## config.mk

```make
export PLATFORM = sky130hd
export DESIGN_NAME = dac_sample_scheduler
export DESIGN_NICKNAME = d
export VERILOG_FILES = /design/src/rtl/dac_ctrl_pkg.sv /design/src/rtl/sample_fifo.sv /design/src/rtl/dac_sample_scheduler.sv
export SDC_FILE = /design/constraint.sdc
export NUM_CORES = 1
export LEC_CHECK = 0
export BUFFER_PORTS_ARGS = -buffer_cell sky130_fd_sc_hd__buf_2
export CAP_MARGIN = 20
export CORE_MARGIN = 10
export CORE_UTILIZATION = 55
export CTS_CLUSTER_SIZE = 25
export DETAILED_ROUTE_END_ITERATION = 12
export GPL_TIMING_DRIVEN = 0
export PLACE_DENSITY = 0.73
export SKIP_CTS_REPAIR_TIMING = 1
export SLEW_MARGIN = 20
export SYNTH_ARGS = -nofsm -noshare
export SYNTH_HDL_FRONTEND = slang
export SYNTH_SLANG_ARGS = --single-unit
```

## constraint.sdc

```tcl
create_clock -name i_clk -period 4.68 [get_ports i_clk]
set_clock_uncertainty 0.2 [all_clocks]
set_input_delay 0.234 -clock i_clk [delete_from_list [all_inputs] [get_ports i_clk]]
set_output_delay 0.234 -clock i_clk [all_outputs]
set_load 0.05 [all_outputs]
```

## src/rtl/dac_ctrl_pkg.sv

```systemverilog
// Shared types for the DAC sample scheduler: sample width and FSM state encoding.
package dac_ctrl_pkg;

    localparam int unsigned SAMPLE_W = 16;

    typedef enum logic [1:0] {
        MUTED = 2'd0,
        FILL  = 2'd1,
        PLAY  = 2'd2,
        RAMP  = 2'd3
    } dac_state_t;

endpackage

```

## src/rtl/sample_fifo.sv

```systemverilog
// Synchronous DEPTH x WIDTH sample FIFO with occupancy count and synchronous flush.
// Reads are registered-pointer based: a word pushed this cycle is only visible next cycle.
module sample_fifo
    import dac_ctrl_pkg::*;
#(
    parameter int unsigned DEPTH = 8,
    parameter int unsigned WIDTH = SAMPLE_W
) (
    input  logic                     i_clk,
    input  logic                     i_res,
    input  logic                     push,
    input  logic [WIDTH-1:0]         wr_data,
    input  logic                     pop,
    input  logic                     flush,
    output logic [WIDTH-1:0]         rd_data,
    output logic [$clog2(DEPTH):0]   level,
    output logic                     full,
    output logic                     empty
);

    localparam int unsigned AW = $clog2(DEPTH);

    logic [WIDTH-1:0] mem [DEPTH];
    logic [AW-1:0]    wr_ptr;
    logic [AW-1:0]    rd_ptr;
    logic             do_push;
    logic             do_pop;

    assign full    = (level == (AW+1)'(DEPTH));
    assign empty   = (level == '0);
    assign do_push = push && !full;
    assign do_pop  = pop && !empty;
    assign rd_data = mem[rd_ptr];

    // Pointer and occupancy bookkeeping; pointers wrap naturally modulo DEPTH.
    always_ff @(posedge i_clk or negedge i_res) begin
        if (!i_res) begin
            wr_ptr <= '0;
            rd_ptr <= '0;
            level  <= '0;
        end else if (flush) begin
            wr_ptr <= '0;
            rd_ptr <= '0;
            level  <= '0;
        end else begin
            if (do_push) wr_ptr <= wr_ptr + 1'b1;
            if (do_pop)  rd_ptr <= rd_ptr + 1'b1;
            if (do_push && !do_pop)      level <= level + 1'b1;
            else if (do_pop && !do_push) level <= level - 1'b1;
        end
    end

    // Storage array; no reset needed since occupancy gates every read.
    always_ff @(posedge i_clk) begin
        if (do_push && !flush) mem[wr_ptr] <= wr_data;
    end

endmodule

```

## src/rtl/dac_sample_scheduler.sv

```systemverilog
// Paces buffered samples into the sigma-delta DAC once per OSR clocks, prefilling
// before playback and ramping linearly to zero on underrun or disable.
module dac_sample_scheduler
    import dac_ctrl_pkg::*;
#(
    parameter int unsigned OSR         = 256,
    parameter int unsigned DEPTH       = 8,
    parameter int unsigned START_LEVEL = 4,
    parameter int unsigned RAMP_STEP   = 4096
) (
    input  logic                        i_clk,
    input  logic                        i_res,
    input  logic                        i_enable,
    input  logic signed [SAMPLE_W-1:0]  i_sample,
    input  logic                        i_valid,
    output logic                        o_ready,
    output logic signed [SAMPLE_W-1:0]  o_func,
    output logic                        o_sample_tick,
    output logic                        o_underrun,
    input  logic                        i_clr_underrun,
    output logic [1:0]                  o_state,
    output logic [$clog2(DEPTH):0]      o_level
);

    localparam int unsigned CW = $clog2(OSR);
    localparam int unsigned LW = $clog2(DEPTH) + 1;
    localparam logic [CW-1:0] LAST = CW'(OSR - 1);
    localparam logic signed [SAMPLE_W:0] STEP_EXT = (SAMPLE_W+1)'(RAMP_STEP);

    dac_state_t                 state;
    dac_state_t                 state_nxt;
    logic [CW-1:0]              cnt;
    logic [CW-1:0]              rcnt;
    logic                       tick;
    logic                       slot;
    logic                       stop;
    logic                       stop_nxt;
    logic                       pop;
    logic                       flush;
    logic                       set_underrun;
    logic                       full;
    logic                       empty;
    logic [SAMPLE_W-1:0]        head;
    logic signed [SAMPLE_W-1:0] func_nxt;
    logic signed [SAMPLE_W:0]   f_ext;
    logic signed [SAMPLE_W:0]   f_stepped;
    logic [SAMPLE_W:0]          f_mag;
    logic                       ramp_done;
    logic signed [SAMPLE_W-1:0] ramp_val;

    function automatic logic [CW-1:0] wrap_inc(input logic [CW-1:0] v);
        return (v == LAST) ? '0 : v + 1'b1;
    endfunction

    sample_fifo #(
        .DEPTH (DEPTH),
        .WIDTH (SAMPLE_W)
    ) u_fifo (
        .i_clk   (i_clk),
        .i_res   (i_res),
        .push    (i_valid && o_ready),
        .wr_data (i_sample),
        .pop     (pop),
        .flush   (flush),
        .rd_data (head),
        .level   (o_level),
        .full    (full),
        .empty   (empty)
    );

    assign o_ready = i_enable && !full;
    assign o_state = state;
    assign tick    = (cnt == LAST);
    // While disabled the main counter is parked, so ramp pacing follows the private count,
    // which shadows the main counter whenever it is running.
    assign slot    = i_enable ? tick : ((state == RAMP) && (rcnt == LAST));

    // Ramp arithmetic in 17 bits so that -32768 has a representable magnitude.
    always_comb begin
        f_ext     = {o_func[SAMPLE_W-1], o_func};
        f_mag     = f_ext[SAMPLE_W] ? (SAMPLE_W+1)'(-f_ext) : (SAMPLE_W+1)'(f_ext);
        ramp_done = ({{(31-SAMPLE_W){1'b0}}, f_mag} <= RAMP_STEP);
        f_stepped = f_ext[SAMPLE_W] ? (f_ext + STEP_EXT) : (f_ext - STEP_EXT);
        ramp_val  = ramp_done ? '0 : f_stepped[SAMPLE_W-1:0];
    end

    // Next-state and datapath control.
    always_comb begin
        state_nxt    = state;
        func_nxt     = o_func;
        stop_nxt     = stop;
        pop          = 1'b0;
        set_underrun = 1'b0;
        case (state)
            MUTED: begin
                func_nxt = '0;
                stop_nxt = 1'b0;
                if (i_enable) state_nxt = FILL;
            end
            FILL: begin
                if (!i_enable) begin
                    state_nxt = MUTED;
                end else if (tick && (o_level >= LW'(START_LEVEL))) begin
                    state_nxt = PLAY;
                    pop       = 1'b1;
                    func_nxt  = head;
                end
            end
            PLAY: begin
                if (!i_enable) begin
                    state_nxt = RAMP;
                    stop_nxt  = 1'b1;
                end else if (tick) begin
                    if (!empty) begin
                        pop      = 1'b1;
                        func_nxt = head;
                    end else begin
                        set_underrun = 1'b1;
                        state_nxt    = RAMP;
                    end
                end
            end
            RAMP: begin
                if (slot) begin
                    func_nxt = ramp_val;
                    if (ramp_done) begin
                        state_nxt = (stop || !i_enable) ? MUTED : FILL;
                        stop_nxt  = 1'b0;
                    end
                end
            end
            default: state_nxt = MUTED;
        endcase
        flush = (state_nxt == MUTED);
    end

    // State register.
    always_ff @(posedge i_clk or negedge i_res) begin
        if (!i_res) state <= MUTED;
        else        state <= state_nxt;
    end

    // Rate counters, output sample, tick strobe, stop flag and sticky underrun.
    always_ff @(posedge i_clk or negedge i_res) begin
        if (!i_res) begin
            cnt           <= '0;
            rcnt          <= '0;
            o_func        <= '0;
            o_sample_tick <= 1'b0;
            stop          <= 1'b0;
            o_underrun    <= 1'b0;
        end else begin
            cnt           <= i_enable ? wrap_inc(cnt) : '0;
            rcnt          <= ((state == RAMP) && !i_enable) ? wrap_inc(rcnt) : wrap_inc(cnt);
            o_func        <= func_nxt;
            o_sample_tick <= slot;
            stop          <= stop_nxt;
            if (set_underrun)        o_underrun <= 1'b1;
            else if (i_clr_underrun) o_underrun <= 1'b0;
        end
    end

endmodule
```

==> Word-level counts from Yosys, hierarchy flattened <==
Memories as Yosys holds them, arrays and structs flattened.
Index checks and enable logic that the tools add are counted.
{ "totals": {"ff_bits": 47, "mem_bits_rw": 128, "word_cells": 113, "memories": 1} }
{ "op_classes": {"n_addsub": 9, "n_lt_le_gt_ge": 2, "eq_ne": 14, "mux": 50, "reduce_logical": 27} }
{ "mem_list": {"columns": ["memory", "depth", "width", "read_ports", "rd_clocked_by_memory_dff", "wr", "line_no", "text"], "rows": [
  ["u_fifo.mem", 8, 16, 1, 0, 1, "sample_fifo.sv:23", "logic [WIDTH-1:0] mem [DEPTH];"]
]} }
{ "op_table": {"columns": ["operator", "count"], "rows": [
  ["16-bit two-way mux", 8],
  ["16-bit one-hot mux with 4 select lines", 1],
  ["8-bit two-way mux", 4],
  ["1-bit two-way mux", 18],
  ["17-bit by 13-bit <= comparator with 1-bit output, second input constant", 1],
  ["17-bit two-way mux", 1],
  ["16-bit negation with 17-bit output", 1],
  ["16-bit by 14-bit adder with 16-bit output, second input constant", 1],
  ["8-bit by 1-bit adder with 8-bit output, second input constant", 2],
  ["8-bit equality test, second input constant", 2],
  ["2-bit two-way mux", 8],
  ["2-bit inequality test, second input constant", 8],
  ["16-bit by 14-bit subtractor with 16-bit output, second input constant", 1],
  ["3-bit two-way mux", 4],
  ["4-bit two-way mux", 3],
  ["1-bit logical AND", 10],
  ["2-bit one-hot mux with 4 select lines", 1],
  ["3-bit by 1-bit adder with 3-bit output, second input constant", 2],
  ["1-bit zero test", 6],
  ["6-bit AND reduction", 1],
  ["2-bit nonzero test", 3],
  ["3-bit nonzero test", 2],
  ["4-bit by 1-bit adder with 4-bit output, second input constant", 1],
  ["2-bit equality test, second input constant", 2],
  ["other kinds (10)", 11]
]} }

==> Depth between registers and ports, before layout <==
{ "logic_depth": {"depth_word": 11, "mapped_depth": 14} }

==> Modules after synthesis <==
A second synthesis with hierarchy kept.
{ "unflattened": {"hier_cells": 567, "area_unflattened_um2": 8237.9} }
{ "modules_own_cells": {"columns": ["module", "instances", "cells_each", "area_per_inst_um2", "seq_area_each_um2"], "rows": [
  ["sample_fifo", 1, 267, 5516.5, 4093.9],
  ["dac_sample_scheduler", 1, 300, 2721.4, 925.9]
]} }

==> Worst setup path after synthesis <==
No wires, ideal clock.
{ "synth_path": {"path_kind": "register to register", "from": "reg o_func[4]", "to": "mem u_fifo.mem[1][0] (netlist bit), enable pin", "setup_ns": 0.411, "t_arrival_ns": 3.968, "path_slack_ns": 0.101, "path_stages_with_launch": 10, "n_path_buf": 2, "cell_sequence": "dfrtp_1 > buf_6 > or4_4 > nor4_4 > mux2i_1 > a21bo_2 > o31a_1 > clkbuf_1 > o211ai_1 > o21ai_0"} }
{ "synth_via": {"elab_chain_len": 11} }
{ "synth_rtl": {"columns": ["element", "line_no", "text"], "rows": [
  ["start, declared", "dac_sample_scheduler.sv:17", "output logic signed [SAMPLE_W-1:0] o_func,"],
  ["start signal, assigned", "dac_sample_scheduler.sv:155", "o_func <= func_nxt;"],
  ["16-bit negation with 17-bit output", "dac_sample_scheduler.sv:81", "f_mag = f_ext[SAMPLE_W] ? (SAMPLE_W+1)'(-f_ext) : (SAMPLE_W+1)'(f_ext);"],
  ["17-bit two-way mux *", "dac_sample_scheduler.sv:81", null],
  ["17-bit by 13-bit <= comparator with 1-bit output *", "dac_sample_scheduler.sv:82", "ramp_done = ({{(31-SAMPLE_W){1'b0}}, f_mag} <= RAMP_STEP);"],
  ["2-bit two-way mux *", "dac_sample_scheduler.sv:126", "if (ramp_done) begin"],
  ["2-bit two-way mux *", "dac_sample_scheduler.sv:124", "if (slot) begin"],
  ["2-bit one-hot mux with 4 select lines *", "dac_sample_scheduler.sv:94", "case (state)"],
  ["2-bit zero test *", "dac_sample_scheduler.sv:134", "flush = (state_nxt == MUTED);"],
  ["1-bit zero test *", "sample_fifo.sv:55", "if (do_push && !flush) mem[wr_ptr] <= wr_data;"],
  ["1-bit logical AND *", "sample_fifo.sv:55", null],
  ["1-bit two-way mux *", "sample_fifo.sv:55", null],
  ["1-bit two-way mux (not written as such) *", "sample_fifo.sv:55", null],
  ["end, declared", "sample_fifo.sv:23", null]
]} }
Mark *: on every way between the ends. The rest lies on a longest branch, timed or not.

==> Worst setup path in the final report <==
{ "layout_path": {"from": "reg o_func[3]", "to": "mem u_fifo.mem[1][0] (netlist bit), enable pin"} }
Same word-level chain as after synthesis.

==> results.sh <==
export IMPL_final_cells=855
export IMPL_crit_path_end_kind="flop"
export IMPL_dieArea_um2=20070
export IMPL_synth_edf_count=128
export IMPL_clkSinkCount=175
export IMPL_cts_buffers=17
export IMPL_fin_crit_sh=0.9387
export IMPL_grt_pass1_wl_um=28430
export IMPL_critPathMaxFanout=10
export IMPL_rsz0062_at_grt="no"
export IMPL_p_leak_nw=3.433
export IMPL_grt_overflow_total=0
export IMPL_top_layer_used="met4"
export IMPL_met3_length_um=1135
export IMPL_finalHoldViolCount=0
export IMPL_status="finished, final reports clean"
export IMPL_rr_worst_depth=10
export IMPL_synth_cell_types=59
export IMPL_grt_max_degree=48
export IMPL_worst_ep_required_time_ps=4620
export IMPL_crit_slowest_cell="or4_1"
export IMPL_firstDrtPassIters=5
export IMPL_hold_depth=4
export IMPL_period_needed_ps=4393
export IMPL_async_flop_share=0.2686
export IMPL_io_buffers=45
export IMPL_critPathArrivalTime_ps=4330
export IMPL_drtIter0Drc=409
export IMPL_ioPinCount=46
export IMPL_cp_cell_sequence="clkbuf_1, or4_1, nor4_4, mux2i_1, a21bo_2, o31a_1, clkbuf_1, o211ai_1, o21ai_2, buf_6"
export IMPL_final_cell_area_um2=9537
export IMPL_antenna_found_initial=0
export IMPL_regArea_um2=5020
export IMPL_pre_cts_slack_ps=224.3
export IMPL_power_density_nw_per_um2=501.0
export IMPL_synth_top_cell_area_share=0.4721
export IMPL_wl_met1_um=7519
export IMPL_postRouteAntennaNets=0
export IMPL_synthTopCellsByArea="edfxtp_1, dfrtp_1, mux4_2"
export IMPL_tightest_slew_ps=1024
export IMPL_clock_latency_ps=430
export IMPL_max_freq_mhz=227.6
export IMPL_ir_worst_vdd_mv=0.2792
export IMPL_dp_cells=805
export IMPL_die_x_um=141.7
export IMPL_drc=0
export IMPL_drt_total_wl_um=17720
export IMPL_yosys_warnings=0
export IMPL_cts_tree="built"
export IMPL_grt_usage=0.1807
export IMPL_seq_area_frac_synth=0.6166
export IMPL_grt_pass1_vias=5190
export IMPL_maxSlewViolCount=0
export IMPL_final_core_util=0.6562
export IMPL_cts_buffer_depth=2
export IMPL_fp_dieH_um=141.7
export IMPL_wl_per_cell_um=20.73
export IMPL_syn_area_per_cell_um2=14.26
export IMPL_cts_htree_levels=4
export IMPL_dpl_instance_area_um2=8718
export IMPL_setup_viol=0
export IMPL_multiInputGateArea_um2=3007
export IMPL_clockRootBuffer="clkbuf_16"
export IMPL_core_um2=14530
export IMPL_cp_start_kind="flop"
export IMPL_setup_slack_ps=286.9
export IMPL_synth_top_area_cell="edfxtp_1"
export IMPL_slew_headroom=0.3142
export IMPL_n_fill_cell=1010
export IMPL_drive_above_1_share=0.2265
export IMPL_rows=44
export IMPL_vias=5212
export IMPL_synth_seq_cells=175
export IMPL_maxCapViolCount=0
export IMPL_synth_nets=610
export IMPL_synthFlopType="edfxtp_1"
export IMPL_p_total_mw=4.778
export IMPL_syn_inst=571
export IMPL_critPathKind="reg -> reg"
export IMPL_gp_congestion=0.8586
export IMPL_netlist_area_um2=8142
export IMPL_viasPerCell=6.096
export IMPL_path_clk_slew_ps=70
export IMPL_diodes=0
export IMPL_cp_common_cell="clkbuf_1"
export IMPL_nets=697
export IMPL_hold_class="in -> reg"
export IMPL_start_util=0.5602
export IMPL_hpwlAfterDp_um=12020
export IMPL_wl_met2_um=8733
export IMPL_max_stage_delay_ps=620
export IMPL_syn_to_final_growth_pct=17.14
## layer usage
layer  vias to the layer above  global-route usage
met5                         -                   0
met4                         0             0.06670
met3                        31             0.04172
met2                       190              0.2857
met1                      2596              0.2385
li1                       2395                   -
## worst max-delay path: cells and delay by family (launching register included)
kind,cells,cell delay (ps)
compound gates,4,1320
buf+inv,3,890
flops,1,380
mux,1,420
simple gates,2,880
## state kept, by name, indices dropped and copies added, names as in the netlist
name	flops
rcnt	8
stop	1
o_underrun	1
o_state	2
o_func	16
cnt	8
u_fifo.rd_ptr	3
u_fifo.level	4
u_fifo.mem	128
o_sample_tick	1
u_fifo.wr_ptr	3
## through the flow
step	hold WS, ps	TNS [ps]
floorplan	-261.6	0
global placement	235.4	-151730
CTS	-215.7	0
detailed placement	239.5	0
global route	38.72	0
finish	28.31	0
## synthesized netlist by cell type, types with 3 or more instances
master	number
a21oi_1	11
dfrtp_1	47
buf_1	9
mux2_2	5
mux2i_1	19
xnor2_1	10
xor2_1	10
o31ai_1	4
nor2b_1	5
clkbuf_1	16
nor2_1	43
nand2_1	40
o22ai_1	5
or4_1	4
nor3_1	18
inv_1	16
mux4_2	32
nor4_1	5
o211ai_1	11
mux2_4	10
ha_1	16
edfxtp_1	128
nor4b_1	4
or2_2	4
o21ai_0	25
a32oi_1	3
o2111ai_1	4
and3_1	5
a31oi_1	3
nand2b_1	3
nand3_1	15
## cell usage in the layout (no fill, tap or decap), types with 18 or more instances in the layout
cell	n
dfrtp_1	47
buf_2	45
nor2_1	43
nand2_1	40
nor3_1	18
mux2i_1	19
mux4_2	32
edfxtp_1	128
dlygate4sd3_1	18
## kinds of logic (layout without fill, tap and decap cells)
logic type,after synthesis,count (layout),share of synthesized area
AND/OR/NAND/NOR,161,161,0.1005
adder cells (fa/ha/maj),18,18,0.02951
buffers and inverters,44,144,0.02228
flip-flops,175,175,0.6166
AO/OA/AOI/OAI,87,87,0.07239
multiplexers,66,66,0.1372
XOR/XNOR,20,20,0.02151
## cell type report
type                       instances  share of cell area
inverter                          16            0.006298
buffer                            28             0.01273
clock buffer                      18             0.04500
clock inverter                    14             0.02073
tap                              184             0.02414
multi-input combinational        352              0.3153
timing repair buffer              68             0.04946
sequential                       175              0.5264
## power breakdown
group / internal (mW) / switching (mW)
combinational: 0.486 / 0.929
sequential: 1.77 / 0.110
clock: 0.863 / 0.623
## final timing paths
| check | endpoint | start | slack [ps] |
|---|---|---|---|
| min in group asynchronous | rcnt[0] | i_res | 160 |
| max in group asynchronous | stop | i_res | 3700 |
| hold reg to reg | o_underrun | o_underrun | 340 |
| setup reg to reg | u_fifo.mem[1][0] | o_func[3] | 290 |
| setup / recovery | u_fifo.mem[1][0] | o_func[3] | 290 |
| hold / removal | rcnt[1] | i_enable | 30 |
Note: power is estimated with default switching activity, not from simulation.
